===== src/rtl/li_ram_burst_reader.sv =====
// li_ram_burst_reader: read-side burst master for li_ram.
// Takes one (base, length) command, issues sequential rd_req beats, buffers
// rd_resp beats in a show-ahead FIFO and streams them out with a last marker.
// A request is only issued when the FIFO has room for its response, so
// li_ram responses are never dropped, whatever the output backpressure.
// Optional feature: define LI_RAM_BURST_READER_SUM_EN to add a per-burst
// data sum (sum_out / sum_valid_out).
module li_ram_burst_reader #(
    parameter int ADDR_WIDTH = 8,
    parameter int DATA_WIDTH = 32,
    parameter int FIFO_DEPTH = 4
) (
    input  logic                  clk,
    input  logic                  rst,
    input  logic [ADDR_WIDTH-1:0] cmd_addr_in,
    input  logic [ADDR_WIDTH:0]   cmd_len_in,
    input  logic                  cmd_valid_in,
    output logic                  cmd_ready_out,
    output logic [ADDR_WIDTH-1:0] rd_req_addr_out,
    output logic                  rd_req_valid_out,
    input  logic                  rd_req_ready_in,
    input  logic [DATA_WIDTH-1:0] rd_resp_data_in,
    input  logic                  rd_resp_valid_in,
    output logic                  rd_resp_ready_out,
    output logic [DATA_WIDTH-1:0] out_data_out,
    output logic                  out_last_out,
    output logic                  out_valid_out,
    input  logic                  out_ready_in,
    output logic                  busy_out
`ifdef LI_RAM_BURST_READER_SUM_EN
    ,
    output logic [DATA_WIDTH-1:0] sum_out,
    output logic                  sum_valid_out
`endif
);

    localparam int PTR_W = $clog2(FIFO_DEPTH);
    localparam int CNT_W = PTR_W + 1;
    localparam int LEN_W = ADDR_WIDTH + 1;

    typedef enum logic [1:0] {
        IDLE  = 2'd0,
        ISSUE = 2'd1,
        DRAIN = 2'd2
    } state_t;

    state_t state_q;
    state_t state_d;

    logic [ADDR_WIDTH-1:0] addr_q;
    logic [LEN_W-1:0]      reqs_left_q;
    logic [LEN_W-1:0]      beats_left_q;
    logic [CNT_W-1:0]      outstanding_q;
    logic [CNT_W-1:0]      fifo_count_q;
    logic [PTR_W-1:0]      wr_ptr_q;
    logic [PTR_W-1:0]      rd_ptr_q;
    logic [DATA_WIDTH-1:0] fifo_mem [FIFO_DEPTH];

    logic [CNT_W:0] credit_sum;
    logic           credit_ok;
    logic           cmd_fire;
    logic           req_fire;
    logic           resp_fire;
    logic           push;
    logic           pop;
    logic           last_pop;

    // Requests in flight plus buffered beats can never exceed the FIFO size.
    assign credit_sum = {1'b0, outstanding_q} + {1'b0, fifo_count_q};
    assign credit_ok  = credit_sum < (CNT_W+1)'(FIFO_DEPTH);

    assign rd_resp_ready_out = 1'b1;
    assign rd_req_addr_out   = addr_q;

    assign cmd_fire  = cmd_valid_in & cmd_ready_out;
    assign req_fire  = rd_req_valid_out & rd_req_ready_in;
    assign resp_fire = rd_resp_valid_in & rd_resp_ready_out;
    // Responses with no matching request (stale after a reset) are dropped.
    assign push      = resp_fire && (outstanding_q != '0);
    assign pop       = out_valid_out & out_ready_in;
    assign last_pop  = pop & out_last_out;

    assign out_valid_out = (fifo_count_q != '0);
    assign out_data_out  = out_valid_out ? fifo_mem[rd_ptr_q] : '0;
    assign out_last_out  = out_valid_out && (beats_left_q == LEN_W'(1));

    // FSM state register
    always_ff @(posedge clk) begin
        // NOTE: sequential state uses non-blocking assignments so every flop
        // samples pre-edge values regardless of block evaluation order.
        if (rst) state_q <= IDLE;
        else     state_q <= state_d;
    end

    // FSM next state and control outputs
    always_comb begin
        // NOTE: every output gets a default before the case so no path
        // leaves a variable unassigned, which would infer a latch.
        state_d          = state_q;
        cmd_ready_out    = 1'b0;
        rd_req_valid_out = 1'b0;
        busy_out         = 1'b1;
        case (state_q)
            IDLE: begin
                cmd_ready_out = 1'b1;
                busy_out      = 1'b0;
                if (cmd_valid_in && (cmd_len_in != '0)) state_d = ISSUE;
            end
            ISSUE: begin
                rd_req_valid_out = credit_ok;
                if (last_pop)
                    state_d = IDLE;
                else if (credit_ok && rd_req_ready_in && (reqs_left_q == LEN_W'(1)))
                    state_d = DRAIN;
            end
            DRAIN: begin
                if (last_pop) state_d = IDLE;
            end
            default: state_d = IDLE;
        endcase
    end

    // Request address and remaining-request counter
    always_ff @(posedge clk) begin
        if (rst) begin
            addr_q      <= '0;
            reqs_left_q <= '0;
        end else if (cmd_fire) begin
            addr_q      <= cmd_addr_in;
            reqs_left_q <= cmd_len_in;
        end else if (req_fire) begin
            addr_q      <= addr_q + ADDR_WIDTH'(1);
            reqs_left_q <= reqs_left_q - LEN_W'(1);
        end
    end

    // Remaining beats on the output side; drives the last marker
    always_ff @(posedge clk) begin
        if (rst)           beats_left_q <= '0;
        else if (cmd_fire) beats_left_q <= cmd_len_in;
        else if (pop)      beats_left_q <= beats_left_q - LEN_W'(1);
    end

    // Requests issued whose response has not yet arrived
    always_ff @(posedge clk) begin
        if (rst) begin
            outstanding_q <= '0;
        end else begin
            case ({req_fire, push})
                2'b10:   outstanding_q <= outstanding_q + CNT_W'(1);
                2'b01:   outstanding_q <= outstanding_q - CNT_W'(1);
                default: outstanding_q <= outstanding_q;
            endcase
        end
    end

    // FIFO pointers and occupancy; push and pop may coincide, even when full
    always_ff @(posedge clk) begin
        if (rst) begin
            wr_ptr_q     <= '0;
            rd_ptr_q     <= '0;
            fifo_count_q <= '0;
        end else begin
            if (push) wr_ptr_q <= wr_ptr_q + PTR_W'(1);
            if (pop)  rd_ptr_q <= rd_ptr_q + PTR_W'(1);
            case ({push, pop})
                2'b10:   fifo_count_q <= fifo_count_q + CNT_W'(1);
                2'b01:   fifo_count_q <= fifo_count_q - CNT_W'(1);
                default: fifo_count_q <= fifo_count_q;
            endcase
        end
    end

    // FIFO storage
    always_ff @(posedge clk) begin
        // NOTE: the data array is deliberately not reset; the occupancy count
        // alone decides validity, and unreset storage maps onto plain RAM.
        if (push) fifo_mem[wr_ptr_q] <= rd_resp_data_in;
    end

`ifdef LI_RAM_BURST_READER_SUM_EN
    logic [DATA_WIDTH-1:0] sum_q;
    logic                  zero_len_pulse_q;

    // Burst sum accumulator and the delayed pulse for zero-length commands
    always_ff @(posedge clk) begin
        if (rst) begin
            sum_q            <= '0;
            zero_len_pulse_q <= 1'b0;
        end else begin
            zero_len_pulse_q <= cmd_fire && (cmd_len_in == '0);
            if (cmd_fire)  sum_q <= '0;
            else if (pop)  sum_q <= sum_q + out_data_out;
        end
    end

    // The final beat is folded in combinationally so the sum is complete on its pulse.
    assign sum_out       = last_pop ? (sum_q + out_data_out) : sum_q;
    assign sum_valid_out = last_pop | zero_len_pulse_q;
`endif

    // Credit rule keeps the FIFO from ever overflowing.
    a_credit_bound : assert property (@(posedge clk) disable iff (rst)
        credit_sum <= (CNT_W+1)'(FIFO_DEPTH));

endmodule

===== config.mk =====
export PLATFORM = sky130hd
export DESIGN_NAME = li_ram_burst_reader
export DESIGN_NICKNAME = d
export VERILOG_FILES = /design/src/rtl/li_ram_burst_reader.sv
export SDC_FILE = /design/constraint.sdc
export NUM_CORES = 1
export LEC_CHECK = 0
export BUFFER_PORTS_ARGS = -buffer_cell sky130_fd_sc_hd__buf_2
export CORE_ASPECT_RATIO = 1.4
export CORE_MARGIN = 1
export CORE_UTILIZATION = 40
export DETAILED_ROUTE_END_ITERATION = 8
export GPL_TIMING_DRIVEN = 1
export HOLD_SLACK_MARGIN = 0.03
export PLACE_DENSITY = 0.61
export REMOVE_ABC_BUFFERS = 1
export SLEW_MARGIN = 20
export SYNTH_ARGS = -nofsm -noshare
export SYNTH_HDL_FRONTEND = slang
export SYNTH_SLANG_ARGS = --single-unit

===== constraint.sdc =====
create_clock -name clk -period 3.2 [get_ports clk]
set_input_delay 0.48 -clock clk [delete_from_list [all_inputs] [get_ports clk]]
set_output_delay 0.48 -clock clk [all_outputs]
set_load 0.02 [all_outputs]

; ---- Word-level counts from Yosys, hierarchy flattened
; Memories as Yosys holds them, arrays and structs flattened. A register that Yosys moved wholly into a read port is not among the register bits.
; Cells that the tools add are included.
[word_totals]
mem_bits_ro = 0
latch_bits = 0
input_bits = 55
word_cells = 70
ram_bits = 128
reg_bits = 38
n_memories = 1
output_inout_bits = 46
[classes]
div_mod_pow = 0
n_eq_ne = 11
n_reduce_logical = 14
muxes = 21
multipliers = 0
shift = 0
n_bitwise = 4
order_cmp = 1
add_sub_neg = 10
[mem_list]
columns = name, words, word_bits, read_ports, rd_ports_with_merged_regs, write_ports, line_no
row1 = fifo_mem, 4, 32, 1, 1, 1, 57  ; logic [DATA_WIDTH-1:0] fifo_mem [FIFO_DEPTH];
[ops]
columns = cell, n
row1 = $mux W9, 4
row2 = $mux W32, 1
row3 = $eq A9 B1 Y1 const B, 2
row4 = $sub A9 B1 Y9 const B, 2
row5 = $mux W8, 2
row6 = $mux W2, 6
row7 = $pmux W3 S2, 2
row8 = $reduce_bool A9 Y1, 1
row9 = $add A8 B1 Y8 const B, 1
row10 = $reduce_bool A2 Y1, 4
row11 = $add A3 B1 Y3 const B, 2
row12 = $eq A2 B1 Y1 const B, 3
row13 = $eq A2 B2 Y1 const B, 3
row14 = $pmux W2 S3, 1
row15 = $reduce_bool A3 Y1, 2
row16 = $sub A3 B1 Y3 const B, 2
row17 = $logic_and A1 B1 Y1, 5
row18 = $mux W1, 5
row19 = $add A2 B1 Y2 const B, 2
row20 = $add A3 B3 Y4, 1
row21 = $and A1 B1 Y1, 4
row22 = $lt A4 B3 Y1 const B, 1
row23 = $ne A2 B2 Y1 const B, 2
row24 = $ne A3 B3 Y1 const B, 1
row25 = other kinds (2), 2

; ---- Logic depth before layout (Yosys ltp)
; Gate-level depths: netlist (run 1).
[depth]
depth_word = 7
mapped_depth = 11
mapped_depth_nobuf = 10

; ---- Worst setup path after synthesis (run 1)
; No wires, ideal clock.
[synth_path]
path_type = flip-flop to flip-flop
start = reg fifo_count_q[1]
end = reg outstanding_q[2]
path_stages_with_launch = 12
setup_time_ns = 0.070
path_buffers = 1
period_less_slack_ns = 2.338
slack_ns = 0.862
arrival_ns = 2.268
required_time_ns = 3.130
cell_sequence = dfxtp_1 > ha_1 > nand3_1 > and3_4 > buf_8 > inv_6 > ha_1 > inv_1 > fa_1 > xor2_1 > or3_1 > a21oi_1
[synth_via]
elab_chain_len = 6
elab_cells_between_ends = 8
cone_classes = add/sub: 1 / order compare: 1 / eq/ne: 2 / mux: 2 / bitwise: 1 / reduce/logical: 1
[synth_rtl]
columns = item, line_no
row1 = start: declaration, 54  ; logic [CNT_W-1:0] fifo_count_q;
row2 = start signal: assignment, 167  ; 2'b10: fifo_count_q <= fifo_count_q + CNT_W'(1);
row3 = start signal: assignment, 168  ; 2'b01: fifo_count_q <= fifo_count_q - CNT_W'(1);
row4 = start signal: assignment, 169  ; default: fifo_count_q <= fifo_count_q;
row5 = $add A3 B3 Y4 (*), 69  ; assign credit_sum = {1'b0, outstanding_q} + {1'b0, fifo_count_q};
row6 = $lt A4 B3 Y1 (*), 70  ; assign credit_ok = credit_sum < (CNT_W+1)'(FIFO_DEPTH);
row7 = $mux W1 (*), 103  ; case (state_q)
row8 = $and A1 B1 Y1 (*), 76  ; assign req_fire = rd_req_valid_out & rd_req_ready_in;
row9 = $eq A2 B1 Y1 / $eq A2 B2 Y1 (equally long branches), 149  ; case ({req_fire, push})
row10 = $pmux W3 S2 / $reduce_bool A2 Y1 (equally long branches), n/a
row11 = end signal: assignment, 150  ; 2'b10: outstanding_q <= outstanding_q + CNT_W'(1);
row12 = end signal: assignment, 151  ; 2'b01: outstanding_q <= outstanding_q - CNT_W'(1);
row13 = end signal: assignment, 152  ; default: outstanding_q <= outstanding_q;
row14 = end: declaration, 53  ; logic [CNT_W-1:0] outstanding_q;
; Every way passes the cells marked *; elsewhere a longest branch is shown, timed or not.
; A chain may end at the register's enable or synchronous reset.

==> metrics.cfg, run 1 <==
[routing]
post_drt_wl_per_cell_um = 17.0
drc = 0
via_count = 4400
dr.pass1.iters = 4
antenna_left = 0
drtIter0Drc = 294
drt-total-wl_um = 14300
via_per_inst = 5.22

[floorplan]
initial_core_util = 0.410
io_pins = 101
core_area_sq_um = 17400
dieArea_sq_um = 18400
die_h_um = 160
rows = 57
die_x_um = 115

[grt]
antenna_found_initial = 2
grt_usage = 0.166
grt_pass1_vias = 4522
grt_pass1_wl_um = 22900
grt.overflow.total = 0
grt_max_degree = 35

[critical_path]
crit_type = reg2out
crit_chain = buf_12, mux4_2, nor2b_1, buf_2
critPathMaxFanout = 20
worst_ep_arrival_time_ns = 2.18
cp-start-kind = flip-flop
cpPeakStageDelay_ns = 0.64
rrSetupSlack_ns = 0.67
required_ns = 2.72
crit_path_end_kind = output pin
cp_slowest_cell = dfxtp_2

[clock_network]
cts_buffers = 17
hold_buffers = 0
clock_latency_ns = 0.42
htree_levels = 4
cts_sinks = 168
cts-resized-gates = 0
cts_tree = done
root_buffer = clkbuf_16
clock_path_buffers = 2
post-cts-setup-buffers = 0
cts.clk_slew.worst_paths_ns = 0.07

[sta]
fin_crit_sh = 0.831
fmax_mhz = 376
hold_violations = 0
finalCriticalPeriod_ns = 2.66
skew_ns = 0.00621
finalSetupTns_ns = 0
maxSlewHeadroom = 0.544
setup_violations = 0
slew_viol_final = 0
rsz0062_at_grt = false
worst_slew_pin_slew_ns = 0.681
holdWs_ns = 0.277
fin_ws_ns = 0.539

[yosys]
synth_edf_count = 128
ys_ff_latch = 168
syn_inst = 487
synth.avg_cell_area_sq_um = 14.6
synthArstFlopShare = 0
netlist_area_sq_um = 7130
yosysUniqueCellTypes = 53
yosys_most_used_dff = edfxtp_1
ys_seq_area_frac = 0.651
synth_warnings = 0

[run_status]
outcome = complete, no violations

[power_and_ir_drop]
vdd_drop_max_uv = 319
p_total_mw = 6.51
p_leak_nw = 3.02
power_density_nw_per_um2 = 764

[layout]
drive_above_1_share = 0.317
multiInputGateArea_sq_um = 2310
fin_nets = 663
syn_to_final_growth_pct = 19.5
register_area_sq_um = 4650
n_fill_cell = 1565
fin_util = 0.490

[placed_design]
place.gp.congestion = 0.845
numPortBuffers = 99
place_ws_ns = 0.690
dp_hpwl_um = 9650

[flow_run]
maxCapViolCount = 0

[min_path]
worstHoldPathType = in2reg

## final cells by class
cell class              count  area share
diodes                      1    0.000294
clock buffers              17      0.0499
clock inverters            15      0.0189
inverters                  20     0.00940
multi-input cells         275       0.271
flip-flops and latches    168       0.545
well taps                 236      0.0346
repair buffers            111      0.0702
## through the flow
| stage | cell area (sq um) | instances |
|---|---|---|
| 2_1_floorplan | 7020 | 463 |
| 3_3_place_gp | 7930 | 810 |
| 3_5_place_dp | 7930 | 810 |
| 4_1_cts | 8520 | 842 |
| 5_1_grt | 8520 | 842 |
| 6_report | 8520 | 843 |
## logic make-up after synthesis
kind of cell             Yosys count  share of synthesized area
flip-flops                       168                      0.651
adder cells (fa/ha/maj)           15                     0.0284
multiplexers                      32                      0.101
AO/OA/AOI/OAI                     57                     0.0535
AND/OR/NAND/NOR                  156                      0.121
other                              1                   0.000526
XOR/XNOR                          14                     0.0172
buffers and inverters             44                     0.0268
## path summary, 6_finish.rpt
| check | to | start | depth (start not counted) |
|---|---|---|---|
| setup / recovery | out_data_out[18] | flip-flop | 4 |
| hold / removal | fifo_mem[0][22]$_DFFE_PP_ | rd_resp_data_in[22] | 1 |
| setup reg to reg | outstanding_q[2]$_SDFFE_PP0P_ | fifo_count_q[1]$_SDFFE_PP0P_ | 10 |
| hold reg to reg | reqs_left_q[0]$_SDFFE_PP0P_ | reqs_left_q[0]$_SDFFE_PP0P_ | 2 |
## cells in the mapped netlist (all sizes together) (5+ instances only)
cell | number | area [sq um]
o21ai | 10 | 50.1
xor2 | 11 | 96.3
nand4 | 7 | 43.8
nand3 | 12 | 60.1
inv | 20 | 80.1
or3 | 5 | 31.3
mux4 | 32 | 721
nor4 | 8 | 50.1
buf | 9 | 55.1
dfxtp | 40 | 801
nand2 | 19 | 71.3
ha | 13 | 163
a31oi | 8 | 50.1
a211oi | 5 | 37.5
nor2b | 32 | 200
clkbuf | 15 | 56.3
nor3 | 9 | 55.1
a21oi | 13 | 65.1
nor2 | 35 | 131
edfxtp | 128 | 3840
## cells in the final DEF (no fill, tap or decap), types with 4 or more instances in the layout
cell       count
ha_1          13
nor3_1         7
inv_8          5
a21oi_1       13
or3_1          5
and2_2         4
buf_2         99
dfxtp_1       38
nand3_1       12
nor2b_1       32
nor4_1         8
edfxtp_1     128
nand4_1        7
a31oi_1        8
nor2_1        35
buf_4         11
clkbuf_16     17
inv_1         19
nand2b_1       4
xor2_1        11
nand2_1       19
mux4_2        32
o21ai_0       10
a211oi_1       5
## state kept, by name, summed over array words and instances (netlist names), named ones only
| name | flops |
|---|---|
| outstanding_q | 3 |
| rd_req_addr_out | 8 |
| state_q | 2 |
| fifo_mem | 128 |
| wr_ptr_q | 2 |
| beats_left_q | 9 |
| reqs_left_q | 9 |
| fifo_count_q | 3 |
| rd_ptr_q | 2 |
## where the power goes
part | leakage (nW) | switching (mW) | total, mW | internal (mW)
clock network | 0.284 | 0.890 | 2.00 | 1.11
registers | 1.48 | 0.154 | 2.74 | 2.58
logic | 1.26 | 1.04 | 1.78 | 0.736
## layer usage
| layer | global-route usage | vias up | part of all wire |
|---|---|---|---|
| met5 | 0 | - | 0.00077 |
| met2 | 0.287 | 133 | 0.52 |
| met3 | 0.0474 | 19 | 0.057 |
| met1 | 0.189 | 2168 | 0.41 |
| met4 | 0.0679 | 2 | 0.016 |
| li1 | - | 2078 | - |
## critical path: cells and delay by family, from the launching register on
kind | cells | cell delay (ns)
flip-flops | 1 | 0.64
multiplexers | 1 | 0.53
buffers and inverters | 2 | 0.45
AND/OR/NAND/NOR | 1 | 0.14
Power figures use the tool's default switching activity.
==> run 2, diff against run 1 <==
ABC_AREA = 1   (was unset)
PLACE_DENSITY = 0.63   (was 0.61)
clock period = 2.4 ns   (was 3.2 ns; I/O delays follow)
==> run 2 against run 1 <==
Against the previous run: area after synthesis up 4.6%; setup slack worse by 0.39 ns; via count increased by 24%; routed wire length up 12%; global-route usage is 0.96 points higher; clock power is 31% higher; clock skew is 0.0050 ns higher; sequential share of layout area down 2.0 points; critical path type unchanged; highest routed layer unchanged.
==> metrics.cfg, run 2 <==
[yosys]
netlist_area_sq_um = 7460  ; +4.6%
syn_inst = 757  ; +55%
yosys.area.top_type_share = 0.515  ; -0.0238
synth_xor_area_frac = 0.0106  ; -0.00663
yosysUniqueCellTypes = 40  ; -25%
synth_area_leaders = edfxtp_1, dfxtp_1, nor2_1
yosys.area_share.adder = 0.0272  ; -0.00125
synth.avg_cell_area_sq_um = 9.86  ; -33%
synth_top_family_by_area = simple AND/OR/NAND/NOR gates
synth_warnings = 0  ; unchanged
yosys_most_used_dff = edfxtp_1
synth.top_cells.by_count = nor2_1, edfxtp_1, nand2_1
synthArstFlopShare = 0  ; unchanged
ys_ff_latch = 168  ; unchanged
synth_top_area_cell = edfxtp_1
synth_edf_count = 128  ; unchanged
synth_compound_area_frac = 0.115  ; +0.0615
synth.most_common_cell = nor2_1
synthSimpleGateAreaFrac = 0.165  ; +0.0438
muxShareOfSynthArea = 0  ; -0.101
ys_seq_area_frac = 0.622  ; -0.0287

[layout]
largest-register = fifo_mem
final_cell_mix = nor2_1, edfxtp_1, buf_2, nand2_1, o21ai_0
fin_nets = 928  ; +40%
diodes = 0  ; -1
fin_util = 0.488  ; -0.00193
largest_reg_flops = 128  ; unchanged
final_common_cell = nor2_1
drive_above_1_share = 0.201  ; -0.116
syn_to_final_growth_pct = 18.6
reg.largest.list = fifo_mem x128, beats_left_q x9, reqs_left_q x9

[grt]
grt_max_degree = 65  ; +86%
grt_pass1_wl_um = 26000  ; +13%
grt_usage = 0.175  ; +0.00963
grt.overflow.total = 0  ; unchanged
antenna_found_initial = 1  ; -1
grt_pass1_vias = 5254  ; +16%

[clock_network]
cts.clk_slew.worst_paths_ns = 0.07  ; about the same
post-cts-setup-buffers = 0  ; unchanged
cts_buffers = 17  ; unchanged
clock_latency_ns = 0.43  ; about the same
htree_levels = 4  ; unchanged
cts_sinks = 168  ; unchanged
cts_tree = done
root_buffer = clkbuf_16
clock_path_buffers = 2  ; unchanged

[routing]
dr.pass1.iters = 4  ; unchanged
drc = 0  ; unchanged
antenna_left = 0  ; unchanged
drt-total-wl_um = 16100  ; +12%
post_drt_wl_per_cell_um = 14.5  ; -15%
drtIter0Drc = 314  ; +6.8%
via_per_inst = 4.92  ; -5.8%
via_count = 5464  ; +24%

[sta]
fmax_mhz = 444
holdWs_ns = 0.147  ; -0.130 ns
worst_slew_pin_slew_ns = 0.599  ; -0.0819 ns
slew_viol_final = 0  ; unchanged
hold_violations = 0  ; unchanged
fin_crit_sh = 0.939
setup_violations = 0  ; unchanged
finalCriticalPeriod_ns = 2.25
skew_ns = 0.0112  ; +0.00500 ns
rsz0062_at_grt = false
maxSlewHeadroom = 0.600  ; +0.0561

[critical_path]
crit_chain = clkbuf_8, nor2_1, nor2_1, o21ai_0, a21oi_1, buf_2
crit_type = reg2out
crit_path_end_kind = output pin
cpPeakStageDelay_ns = 0.40  ; -0.24 ns
cp_slowest_cell = clkbuf_8
worst_ep_arrival_time_ns = 1.89  ; -0.29 ns
required_ns = 2.04  ; -0.68 ns
cp-start-kind = flip-flop
crit_top_cell = nor2_1
critPathMaxFanout = 64  ; +220%

[floorplan]
initial_core_util = 0.411  ; +0.00140
die_x_um = 117  ; +2.2%
die_h_um = 164  ; +2.3%
dieArea_sq_um = 19200  ; +4.5%
io_pins = 101  ; unchanged
rows = 58  ; +1.8%
core_area_sq_um = 18100  ; +4.3%

[run_status]
outcome = complete, no violations

[min_path]
worstHoldPathType = in2reg

[power_and_ir_drop]
power_density_nw_per_um2 = 998  ; +31%
p_leak_nw = 3.53  ; +17%
vdd_drop_max_uv = 509  ; +60%

[placed_design]
dp_hpwl_um = 10200  ; +5.5%
place.gp.congestion = 0.806  ; -4.6%
numPortBuffers = 99  ; unchanged

[flow_run]
maxCapViolCount = 0  ; unchanged

run 2: cells by family (layout without fill, tap and decap cells):
group | count (synthesis) | in the layout
AND/OR/NAND/NOR | 302 | 302
flip-flops | 168 | 168
AO/OA/AOI/OAI | 162 | 162
buffers and inverters | 100 | 214
adder cells (fa/ha/maj) | 15 | 15
XOR/XNOR | 9 | 9
other | 1 | 1
run 2: area by class of cell:
| type | count | area, sq um |
|---|---|---|
| Clock buffer | 18 | 429 |
| Clock inverter | 14 | 146 |
| Fill cell | 1697 | 9290 |
| Inverter | 68 | 259 |
| Multi-Input combinational cell | 489 | 2410 |
| Sequential cell | 168 | 4650 |
| Tap cell | 240 | 300 |
| Timing Repair Buffer | 114 | 664 |
run 2: repair_timing:
item / 4_1_cts / 5_1_grt
gates resized for setup: 2 / 1
pin swaps: 0 / 0
endpoints found under the setup margin: 13 / 5
hold buffers: 0 / 0
run 2: metrics by stage:
stage / cell area (sq um) / instances / setup slack [ns] / TNS, ns / power (mW)
3_5_place_dp: 8270 / 1079 / 0.339 / 0 / 6.29
6_report: 8850 / 1111 / 0.146 / 0 / 8.83
3_3_place_gp: 8270 / 1079 / 0.369 / 0 / 6.25
4_1_cts: 8850 / 1111 / 0.119 / 0 / 8.92
2_1_floorplan: 7280 / 725 / -1.10 / -34.07 / 5.29
5_1_grt: 8850 / 1111 / 0.0123 / 0 / 9.36
run 2: layer usage:
layer / part of all wire / global-route usage / wire [um]
met1: 0.41 / 0.188 / 6610
met2: 0.53 / 0.338 / 8620
met3: 0.043 / 0.0384 / 693
met4: 0.011 / 0.0549 / 182
met5: 0.00068 / 0 / 11
run 2: final timing paths:
path | startpoint | to | slack, ns | depth (start not counted)
worst max-delay path | flip-flop | out_data_out[17] | 0.15 | 6
worst min-delay path | rd_resp_data_in[15] | fifo_mem[1][15]$_DFFE_PP_ | 0.15 | 1
worst max register to register | outstanding_q[1]$_SDFFE_PP0P_ | outstanding_q[2]$_SDFFE_PP0P_ | 0.33 | 12
worst min register to register | rd_ptr_q[1]$_SDFFE_PP0P_ | rd_ptr_q[1]$_SDFFE_PP0P_ | 0.47 | 2
run 2: report_power, final:
group	internal, mW	leakage [nW]	total (mW)	switching, mW
clock network	1.39	0.281	2.63	1.23
logic	0.830	1.77	2.65	1.82
registers	3.43	1.48	3.56	0.132
total	5.65	3.53	8.83	3.18
run 2: critical path: cells and delay by family (launching register included):
kind            cells  cell delay [ns]
buf+inv             2             0.61
compound gates      2             0.31
simple gates        2             0.17
flops               1             0.34
